==> src/rtl/ppm16_nibble_packer_if.sv <==
// Byte stream leaving the nibble packer: FIFO head with start-of-packet tag.
// Master drives data/valid/sof; slave returns ready; transfer on valid && ready.
interface ppm16_nibble_packer_if;
  logic       byte_out_valid;
  logic       byte_out_ready;
  logic [7:0] byte_out;
  logic       byte_out_sof;

  modport master (
    output byte_out_valid,
    output byte_out,
    output byte_out_sof,
    input  byte_out_ready
  );

  modport slave (
    input  byte_out_valid,
    input  byte_out,
    input  byte_out_sof,
    output byte_out_ready
  );
endinterface

==> src/rtl/ppm16_nibble_packer.sv <==
// Pairs demodulated nibbles into sof-tagged bytes and buffers them in a FWFT FIFO.
// A completed byte is visible one cycle later; with the FIFO full and no pop it is dropped (sticky overflow).
module ppm16_nibble_packer #(
  parameter int FIFO_DEPTH     = 8,
  parameter bit MSB_NIBBLE_1ST = 1'b1
) (
  input  logic                               clk,
  input  logic                               resetn,
  input  logic                               rx_start,
  input  logic                               packet_detected,
  input  logic                               dout_valid,
  input  logic [3:0]                         dout,
  ppm16_nibble_packer_if.master              byte_if,
  output logic [$clog2(FIFO_DEPTH+1)-1:0]    fifo_count,
  output logic                               overflow,
  output logic                               odd_flush
);

  localparam int AW = $clog2(FIFO_DEPTH);
  localparam int CW = $clog2(FIFO_DEPTH + 1);
  localparam logic [CW-1:0] FULL_CNT = CW'(FIFO_DEPTH);

  typedef enum logic {
    ST_EMPTY = 1'b0,
    ST_HALF  = 1'b1
  } asm_state_t;

  asm_state_t      state;
  asm_state_t      state_n;
  logic [3:0]      held;
  logic [3:0]      held_n;
  logic            pd_q;
  logic            sof_armed;

  logic [8:0]      mem [FIFO_DEPTH];
  logic [AW-1:0]   wr_ptr;
  logic [AW-1:0]   rd_ptr;
  logic [AW-1:0]   rd_ptr_n;
  logic [CW-1:0]   count;
  logic [CW-1:0]   count_n;

  logic            out_vld;
  logic [7:0]      out_dat;
  logic            out_sof;

  logic            rise;
  logic            fall;
  logic            push;
  logic [7:0]      push_dat;
  logic            push_sof;
  logic            odd_set;
  logic            pop;
  logic            full;
  logic            wr_en;
  logic            drop;
  logic            bypass;
  logic [8:0]      head;

  function automatic logic [7:0] pair(input logic [3:0] first, input logic [3:0] second);
    return MSB_NIBBLE_1ST ? {first, second} : {second, first};
  endfunction

  // Nibble assembler: packet edges take priority over the incoming symbol.
  always_comb begin
    rise     = packet_detected && !pd_q;
    fall     = !packet_detected && pd_q;
    state_n  = state;
    held_n   = held;
    push     = 1'b0;
    push_dat = 8'h00;
    odd_set  = 1'b0;

    if (fall) begin
      if (state == ST_HALF) begin
        push     = 1'b1;
        push_dat = pair(held, 4'h0);
        odd_set  = 1'b1;
      end
      state_n = ST_EMPTY;
    end else if (packet_detected && dout_valid) begin
      if (state == ST_HALF && !rise) begin
        push     = 1'b1;
        push_dat = pair(held, dout);
        state_n  = ST_EMPTY;
      end else begin
        held_n  = dout;
        state_n = ST_HALF;
      end
    end else if (rise) begin
      state_n = ST_EMPTY;
    end
  end

  always_comb begin
    push_sof = sof_armed || rise;
    pop      = out_vld && byte_if.byte_out_ready;
    full     = (count == FULL_CNT);
    wr_en    = push && (!full || pop);
    drop     = push && full && !pop;
    count_n  = count + CW'(wr_en) - CW'(pop);
    rd_ptr_n = rd_ptr + AW'(pop);
    // The new byte becomes the head directly when nothing older survives this cycle.
    bypass   = wr_en && ((count == '0) || ((count == CW'(1)) && pop));
    head     = bypass ? {push_sof, push_dat} : mem[rd_ptr_n];
  end

  always_ff @(posedge clk) begin
    if (wr_en && resetn && !rx_start) begin
      mem[wr_ptr] <= {push_sof, push_dat};
    end
  end

  always_ff @(posedge clk) begin
    if (!resetn || rx_start) begin
      state     <= ST_EMPTY;
      held      <= 4'h0;
      pd_q      <= 1'b0;
      sof_armed <= 1'b1;
      wr_ptr    <= '0;
      rd_ptr    <= '0;
      count     <= '0;
      out_vld   <= 1'b0;
      out_dat   <= 8'h00;
      out_sof   <= 1'b0;
      overflow  <= 1'b0;
      odd_flush <= 1'b0;
    end else begin
      state  <= state_n;
      held   <= held_n;
      pd_q   <= packet_detected;
      rd_ptr <= rd_ptr_n;
      count  <= count_n;

      // A dropped byte leaves sof armed for the next byte that does land.
      if (wr_en) begin
        sof_armed <= 1'b0;
        wr_ptr    <= wr_ptr + AW'(1);
      end else if (rise) begin
        sof_armed <= 1'b1;
      end

      out_vld <= (count_n != '0);
      if (count_n != '0) begin
        out_dat <= head[7:0];
        out_sof <= head[8];
      end

      if (drop) begin
        overflow <= 1'b1;
      end
      if (odd_set) begin
        odd_flush <= 1'b1;
      end
    end
  end

  assign byte_if.byte_out_valid = out_vld;
  assign byte_if.byte_out       = out_dat;
  assign byte_if.byte_out_sof   = out_sof;
  assign fifo_count             = count;

endmodule

==> src/flat_wrapper.sv <==
// flat-port wrapper written by rule: the top's interface ports become plain ports
module ppm16_nibble_packer_flat 
#(
  parameter int FIFO_DEPTH     = 8,
  parameter bit MSB_NIBBLE_1ST = 1'b1
)
  (clk, resetn, rx_start, packet_detected, dout_valid, dout, fifo_count, overflow, odd_flush, byte_if_byte_out_valid, byte_if_byte_out, byte_if_byte_out_sof, byte_if_byte_out_ready);
  ppm16_nibble_packer_if byte_if_i ();
  input  logic clk;
  input  logic resetn;
  input  logic rx_start;
  input  logic packet_detected;
  input  logic dout_valid;
  input  logic [3:0] dout;
  output logic [$clog2(FIFO_DEPTH+1)-1:0] fifo_count;
  output logic overflow;
  output logic odd_flush;
  output wire logic [$bits(byte_if_i.byte_out_valid)-1:0] byte_if_byte_out_valid;
  output wire logic [$bits(byte_if_i.byte_out)-1:0] byte_if_byte_out;
  output wire logic [$bits(byte_if_i.byte_out_sof)-1:0] byte_if_byte_out_sof;
  input wire logic [$bits(byte_if_i.byte_out_ready)-1:0] byte_if_byte_out_ready;
  assign byte_if_byte_out_valid = byte_if_i.byte_out_valid;
  assign byte_if_byte_out = byte_if_i.byte_out;
  assign byte_if_byte_out_sof = byte_if_i.byte_out_sof;
  assign byte_if_i.byte_out_ready = byte_if_byte_out_ready;
  ppm16_nibble_packer #(.FIFO_DEPTH(FIFO_DEPTH), .MSB_NIBBLE_1ST(MSB_NIBBLE_1ST)) u_core (.clk(clk), .resetn(resetn), .rx_start(rx_start), .packet_detected(packet_detected), .dout_valid(dout_valid), .dout(dout), .byte_if(byte_if_i), .fifo_count(fifo_count), .overflow(overflow), .odd_flush(odd_flush));
endmodule
==> config.mk <==
export PLATFORM = sky130hd
export DESIGN_NAME = ppm16_nibble_packer_flat
export DESIGN_NICKNAME = d
export VERILOG_FILES = /design/src/rtl/ppm16_nibble_packer_if.sv /design/src/rtl/ppm16_nibble_packer.sv /design/src/flat_wrapper.sv
export SDC_FILE = /design/constraint.sdc
export NUM_CORES = 1
export LEC_CHECK = 0
export BUFFER_PORTS_ARGS = -buffer_cell sky130_fd_sc_hd__buf_4
export CAP_MARGIN = 20
export CORE_UTILIZATION = 40
export CTS_BUF_LIST = sky130_fd_sc_hd__clkbuf_8
export DETAILED_ROUTE_END_ITERATION = 8
export PLACE_DENSITY_LB_ADDON = 0.05
export SLEW_MARGIN = 15
export SYNTH_ARGS = -nofsm -noshare
export SYNTH_HDL_FRONTEND = slang
export SYNTH_SLANG_ARGS = --single-unit
==> constraint.sdc <==
create_clock -name clk -period 5.6 [get_ports clk]
set_input_delay 0.28 -clock clk [delete_from_list [all_inputs] [get_ports clk]]
set_output_delay 0.28 -clock clk [all_outputs]
set_load 0.05 [all_outputs]
=== Word level (Yosys, flattened, before mapping) ===
Memory sizes are Yosys's and may differ from the RTL's.
Index checks and enable logic that the tools add are counted.

* Register bits after elaboration: 29
* Bits in writable memories: 72
* Input port bits: 10
* Word-level logic and storage cells: 67
* Memories kept: 1

* $add $sub $neg: 4
* Eq/ne operators: 2
* Mux-type cells: 17
* Bitwise operators: 2
* Reductions and logical operators: 29

{| class="wikitable"
|+ Memories
! name !! depth !! width !! read ports !! clocked after Yosys merged registers in !! write ports !! RTL line !! text
|-
| u_core.mem || 8 || 9 || 1 || 0 || 1 || ppm16_nibble_packer.sv:35 || <nowiki>logic [8:0] mem [FIFO_DEPTH];</nowiki>
|}

{| class="wikitable"
|+ Operators by type and width
! cell !! number
|-
| 8-bit two-way mux || 4
|-
| 1-bit logical AND || 12
|-
| 1-bit two-way mux || 12
|-
| 9-bit two-way mux || 1
|-
| 1-bit logical NOT || 7
|-
| 4-bit by 1-bit adder with 4-bit output || 1
|-
| 4-bit by 1-bit == test with 1-bit output (second input constant) || 1
|-
| 4-bit == test (second input constant) || 1
|-
| 4-bit logical NOT || 1
|-
| 1-bit logical OR || 4
|-
| 2-bit nonzero test || 2
|-
| 4-bit nonzero test || 1
|-
| 4-bit by 1-bit subtractor with 4-bit output || 1
|-
| 3-bit by 1-bit adder with 3-bit output || 1
|-
| 3-bit by 1-bit adder with 3-bit output (second input constant) || 1
|-
| 3-bit AND reduction || 1
|-
| 1-bit inverter || 2
|-
| 2-bit OR reduction || 1
|}

=== Depth between registers and ports, before layout ===
Gate-level depths: netlist (run 1).

* Word-level depth: 12
* Gate-level depth with buffers: 10
* Gate-level depth less buffers: 10

=== Worst setup path before layout (run 1) ===
No wires, ideal clock.

* Path type: flip-flop to flip-flop
* Start point: reg u_core.count[2] (netlist: u_core.fifo_count[2])
* End point: reg u_core.out_dat[0] (netlist: u_core.byte_if.byte_out[0])
* Library setup time: 0.062 ns
* Arrival: 2.981 ns
* Required time: 5.538 ns
* Path slack: 2.557 ns
* Stages on the path, launching flop included: 10
* Buffers on the path: 0
* Clock period less this slack: 3.043 ns
* Cells stage by stage: dfxtp_1 inv_1 ha_1 a211oi_2 ha_1 fa_1 nor3b_1 nand4bb_1 a21oi_1 a32o_1

* Cells in the longest elaborated chain, start to end: 7

{| class="wikitable"
|+ RTL lines
! item !! RTL line !! text
|-
| start: declaration || ppm16_nibble_packer.sv:39 || <nowiki>logic [CW-1:0] count;</nowiki>
|-
| start signal: assignment || ppm16_nibble_packer.sv:132 || <nowiki>count <= count_n;</nowiki>
|-
| 4-bit == test || ppm16_nibble_packer.sv:97 || <nowiki>full = (count == FULL_CNT);</nowiki>
|-
| 1-bit logical NOT || ppm16_nibble_packer.sv:98 || <nowiki>wr_en = push && (!full || pop);</nowiki>
|-
| 1-bit logical OR || ppm16_nibble_packer.sv:98 ||
|-
| 1-bit logical AND || ppm16_nibble_packer.sv:98 ||
|-
| 4-bit by 1-bit adder with 4-bit output || ppm16_nibble_packer.sv:100 || <nowiki>count_n = count + CW'(wr_en) - CW'(pop);</nowiki>
|-
| 4-bit by 1-bit subtractor with 4-bit output || ppm16_nibble_packer.sv:100 ||
|-
| named net u_core.count_n[1] || ppm16_nibble_packer.sv:40 || <nowiki>logic [CW-1:0] count_n;</nowiki>
|-
| 4-bit nonzero test || ppm16_nibble_packer.sv:143 || <nowiki>if (count_n != '0) begin</nowiki>
|-
| end signal: assignment || ppm16_nibble_packer.sv:144 || <nowiki>out_dat <= head[7:0];</nowiki>
|-
| end: declaration || ppm16_nibble_packer.sv:43 || <nowiki>logic [7:0] out_dat;</nowiki>
|}

The timed path passes the listed nets, and every way through them passes these cells.
A chain may end at the register's enable or synchronous reset.

=== Final worst setup path (run 1) ===
* Start point: reg u_core.count[2] (netlist: u_core.fifo_count[2])
* End point: reg u_core.out_dat[4] (netlist: u_core.byte_if.byte_out[4])

The elaborated chain is that of the path after synthesis.

==> results.tsv, run 1 <==
stage	metric	value	unit
outcome	status	finished clean	
global_routing	grtUsageMet3	2.89	%
final_layout	diodes	0	
final_layout	nets	322	
route	drtPass1Iterations	4	
global_routing	grt.met2_usage	25.9	%
sta	rsz0062_at_grt	no	
logic_synthesis	synthArstFlopShare	0	%
setup_path	arrival	3.44	ns
route	remaining_drc_errors	0	
route	routed_wl	8.75	mm
setup_path	start_kind	flop	
clocking	path_clk_slew	0.09	ns
sta	drv_slew	0	
route	num_vias	2246	
final_layout	instances_no_fill	439	
clocking	h-tree-depth	3	
final_layout	layout_commonest_cell	edfxtp_1	
setup_path	cp_max_fo	8	
die	die_h	104	µm
logic_synthesis	synth-seq-cells	101	
sta	setup_slack	2.46	ns
global_routing	antenna_found_initial	0	
sta	max_freq	0.319	GHz
placement	dp_cells	423	
sta	whs	0.183	ns
final_layout	mostFrequentLayoutCells	edfxtp_1, buf_4, dfxtp_1	
logic_synthesis	synthesis.area	4140	µm²
die	die_w	104	µm
global_routing	grt_max_degree	20	
global_routing	grt_pass1_wl	13.4	mm
clocking	cts_resized	0	
sta	skew	0.00818	ns
placement	place_congestion	0.729	
die	io_pins	26	
power_and_ir_drop	max-vdd-ir-drop	0.000142	V
sta	post-route-period-util	56.1	%
final_layout	drive_gt1_share	22.9	%
logic_synthesis	yosys.area.top_type	edfxtp_1	
placement	portBuffers	25	
global_routing	grt.total_usage	17.3	%
logic_synthesis	netlist.area_leader.share	52.2	%
run	drv_cap	0	
global_routing	grt.met1_usage	25.1	%
route	viasPerCell	5.12	
logic_synthesis	synth_area_per_cell	15.7	µm²
global_routing	grt_pass1_vias	2230	
die	die_area	10800	µm²
placement	post-place-ws	2.54	ns
route	drt-initial-drc-count	141	
clocking	clk_latency	0.36	ns
logic_synthesis	yosysWarnings	0	
power_and_ir_drop	pwr_density_cell	298	nW/µm²
final_layout	synthToLayoutAreaGrowth	13.6	%
placement	placed_cell_area	4510	µm²
global_routing	grt.busiest_layer	met2	
logic_synthesis	syn_inst	264	
power_and_ir_drop	power.total	1.40	mW
sta	setup_tns	0	ns
clocking	cts_tree	yes	
global_routing	overflow	0	
clocking	cts_setup_buffers	0	
die	rows	36	
power_and_ir_drop	p_leak	1.58	nW
logic_synthesis	synth_nets	284	
clocking	numCtsBuffers	9	
logic_synthesis	yosysSeqAreaShare	66.3	%
sta	max_slew.worst_pin.slew	0.939	ns
final_layout	design_area	4700	µm²
hold_path	hold_class	input pin to flop	
setup_path	criticalPathCategory	flop to flop	
logic_synthesis	ys.flop_type	edfxtp_1	
sta	fin_crit	3.14	ns
setup_path	cp.required	5.90	ns
route	ant_nets	0	
clocking	cts.sinks	101	
sta	finalHoldViolCount	0	
clocking	root_buffer	clkbuf_8	
logic_synthesis	yosysUniqueCellTypes	37	
die	coreArea	9910	µm²
logic_synthesis	synth_edf_count	72	
clocking	ctsLongestPathBuffers	2	
sta	relSlewSlack	36.9	%
setup_path	endpoint_kind	flop	
logic_synthesis	synthTopCellsByArea	edfxtp_1, dfxtp_1, mux4_2	
sta	setup_viol	0	
clocking	ctsHoldBuffers	0	
final_layout	fin_util	47.5	%
route	wire_per_inst	19.9	µm
placement	hpwl	5.66	mm
die	start_util	41.8	%
final timing paths:
path                         from                         end  slack (ns)  cells past startpoint
max          u_core.fifo_count[2]  u_core.byte_if.byte_out[4]        2.46                      9
max reg2reg  u_core.fifo_count[2]  u_core.byte_if.byte_out[4]        2.46                      9
min               packet_detected                 u_core.pd_q        0.18                      2
min reg2reg      u_core.odd_flush            u_core.odd_flush        0.49                      2
registers in the layout (all words and copies together), names as in the netlist:
| signal | count |
|---|---|
| u_core.mem | 72 |
| u_core.byte_if.byte_out | 8 |
| u_core.fifo_count | 4 |
| u_core.held | 4 |
| u_core.rd_ptr | 3 |
| u_core.wr_ptr | 3 |
| u_core.byte_if.byte_out_sof | 1 |
| u_core.byte_if.byte_out_valid | 1 |
| u_core.odd_flush | 1 |
| u_core.overflow | 1 |
| u_core.pd_q | 1 |
| u_core.sof_armed | 1 |
| u_core.state | 1 |
Yosys cell counts (3+ instances only):
library cell,count
inv_1,8
and2_1,14
or2_0,8
nor3_1,3
mux2i_1,16
nor2_1,25
xnor2_1,3
mux4_2,18
dfxtp_1,29
a21oi_1,4
a32o_1,8
ha_1,9
nand2b_1,4
edfxtp_1,72
nand2_1,14
buf_2,4
report_power, final:
group	internal, mW	leakage (nW)	total, mW	switching (mW)
sequential	0.803	0.848	0.815	0.0120
combinational	0.0521	0.636	0.144	0.0921
clock	0.201	0.0953	0.441	0.240
total	1.06	1.58	1.40	0.344
metal layers:
metal  vias up  wire length, µm
met3        10              207
met2        30             4040
met1      1137             4370
met5         -                0
li1       1069                -
met4         0              126
critical path: stages, from the launching register on:
cell       delay (ns)
dfxtp_1          0.34
inv_1            0.07
ha_1             0.24
a211oi_2         0.52
ha_1             0.28
fa_1             0.44
nor3b_1          0.22
nand4bb_1        0.15
a21oi_1          0.59
a32o_1           0.21
cells by family (layout without fill, tap and decap cells):
logic type / count (synthesis) / in the layout / synth area share [%]
buf+inv: 16 / 58 / 1.93
fa+ha+maj: 10 / 10 / 3.20
compound gates: 21 / 21 / 4.05
simple gates: 77 / 77 / 9.64
xor+xnor: 5 / 5 / 1.24
flops: 101 / 101 / 66.3
mux: 34 / 34 / 13.7
final cells by class:
type | count | area, µm²
Fill cell | 901 | 5210
Sequential cell | 101 | 2740
Multi-Input combinational cell | 147 | 1320
Timing Repair Buffer | 35 | 267
Tap cell | 133 | 166
Clock buffer | 9 | 124
Clock inverter | 6 | 57.6
Inverter | 8 | 30.0
Power figures use the tool's default switching activity.
==> run 2, diff against run 1 <==
clock period = 2.56 ns   (was 5.6 ns; I/O delays follow)
==> run 2 against run 1 <==
Sequential share of layout area is 2.9 points lower. Clock skew is 0.0035 ns higher. Clock power is 150% higher. Fmax is 26% higher. Critical path type unchanged. Die area stayed put. Hold slack worse by 0.17 ns. Count of clock-buffer cells in the layout stayed put. Register-to-register slack worse by 2.4 ns. Sequential power is 120% higher. Critical endpoint is now u_core.byte_if.byte_out[1]. Utilization is 2.8 points higher.
==> results.tsv, run 2 (synthesis gave the netlist of run 1 again) <==
stage	metric	value	unit
clocking	h-tree-depth	3	
route	wl_met2	3.98	mm
route	remaining_drc_errors	0	
setup_path	arrival	2.75	ns
sta	setup_slack	0.0617	ns
setup_path	start_kind	flop	
power_and_ir_drop	switching_share	24.6	%
global_routing	overflow	0	
power_and_ir_drop	p_switching	0.799	mW
die	io_pins	26	
setup_path	cp.required	2.81	ns
placement	portBuffers	25	
final_layout	diodes	0	
route	routed_wl	8.59	mm
final_layout	final-seq-area	2760	µm²
die	die_w	104	µm
route	num_vias	2262	
power_and_ir_drop	p_seq_share	54.8	%
clocking	root_buffer	clkbuf_8	
outcome	status	finished clean	
final_layout	largest_register_ffs	72	
power_and_ir_drop	pwr-share-comb	11.5	%
sta	max_slew.worst_pin.slew	0.668	ns
sta	skew	0.0116	ns
sta	fin_crit	2.50	ns
final_layout	layout_commonest_cell	edfxtp_1	
power_and_ir_drop	p_int	2.45	mW
power_and_ir_drop	max-vdd-ir-drop	0.000350	V
placement	place_congestion	0.747	
clocking	cts_tree	yes	
global_routing	grt_pass1_vias	2249	
sta	relSlewSlack	55.4	%
final_layout	top_register	u_core.mem	
sta	rsz0062_at_grt	yes	
global_routing	grt_pass1_wl	13.4	mm
sta	max_freq	0.400	GHz
run	drv_cap	0	
setup_path	criticalPathCategory	flop to flop	
route	highest_layer	met4	
global_routing	antenna_found_initial	0	
route	met1_length	4.22	mm
clocking	numCtsBuffers	9	
clocking	ctsLongestPathBuffers	2	
die	die_h	104	µm
final_layout	synthToLayoutAreaGrowth	20.3	%
route	drt-initial-drc-count	96	
global_routing	grt.total_usage	17.2	%
route	viasPerCell	5.00	
power_and_ir_drop	p_leak	1.68	nW
sta	whs	0.0159	ns
final_layout	mostFrequentLayoutCells	edfxtp_1, buf_4, nor2_1	
final_layout	nets	334	
route	wire_per_inst	19.0	µm
sta	drv_slew	0	
final_layout	drive_gt1_share	32.9	%
clocking	clk_latency	0.36	ns
route	drtPass1Iterations	4	
sta	setup_viol	0	
die	start_util	41.8	%
final_layout	design_area	4980	µm²
placement	placed_cell_area	4650	µm²
die	rows	36	
route	ant_nets	0	
setup_path	endpoint_kind	flop	
final_layout	nFillCells	865	
setup_path	cp_max_fo	5	
clocking	ctsHoldBuffers	0	
clocking	path_clk_slew	0.10	ns
power_and_ir_drop	pwr_density_cell	654	nW/µm²
clocking	cts.sinks	101	
die	die_area	10800	µm²
route	wl_met3	303	µm
global_routing	grt_max_degree	19	
sta	finalHoldViolCount	0	
placement	hpwl	5.76	mm
hold_path	hold_class	input pin to flop	
power_and_ir_drop	clkPwrFrac	33.7	%
die	coreArea	9910	µm²
sta	post-route-period-util	97.6	%
final_layout	multiInputGateArea	1420	µm²
placement	post-place-ws	0.0239	ns
==> run 2: metrics by stage <==
step | TNS [ns] | power [mW] | utilization (%) | std cells
after floorplan | -0.117 | 2.05 | - | 264
after global routing | -0.306 | 3.37 | 50.2 | 452
after detailed placement | 0 | 2.16 | 46.9 | 430
after global placement | 0 | 2.16 | 46.9 | 430
after CTS | 0 | 3.26 | 49.2 | 446
final | 0 | 3.25 | 50.2 | 452
==> run 2: path summary, 6_finish.rpt <==
check	from	endpoint	slack [ns]	cells past startpoint
setup / recovery	u_core.fifo_count[2]	u_core.byte_if.byte_out[1]	0.06	10
hold / removal	dout[3]	u_core.held[3]	0.02	3
setup reg to reg	u_core.fifo_count[2]	u_core.byte_if.byte_out[1]	0.06	10
hold reg to reg	u_core.odd_flush	u_core.odd_flush	0.48	2
==> run 2: metal layers <==
layer / vias up / track usage [%]
li1: 1088 / -
met1: 1131 / 25.0
met2: 35 / 25.6
met3: 8 / 4.15
met4: 0 / 4.90
met5: - / 0
==> run 2: final cells by class <==
cell class / count / area share [%]
Clock buffer: 9 / 2.49
Clock inverter: 7 / 1.91
Inverter: 8 / 0.654
Multi-Input combinational cell: 148 / 28.5
Sequential cell: 101 / 55.4
Tap cell: 133 / 3.34
Timing Repair Buffer: 46 / 7.69
==> run 2: power groups by stage <==
stage	clock network [mW]	logic (mW)	registers, mW
final	1.10	0.373	1.78
after global routing	1.19	0.398	1.79
after CTS	1.13	0.344	1.78
after detailed placement	0	0.338	1.82
after global placement	0	0.336	1.82
after floorplan	0	0.146	1.91
==> run 2: timing repair <==
item	in CTS	in global routing
endpoints found under the setup margin	2	9
pin swaps	0	10
buffers inserted	0	6
gates resized for setup	1	11
gates cloned	0	1
==> run 2: critical path, stage by stage (launching register included) <==
cell	delay, ns
dfxtp_4	0.37
inv_4	0.04
ha_4	0.16
a211oi_4	0.23
ha_2	0.22
fa_2	0.47
nor3_2	0.17
o211ai_1	0.19
nand2_2	0.20
nor2_4	0.08
a32o_1	0.27
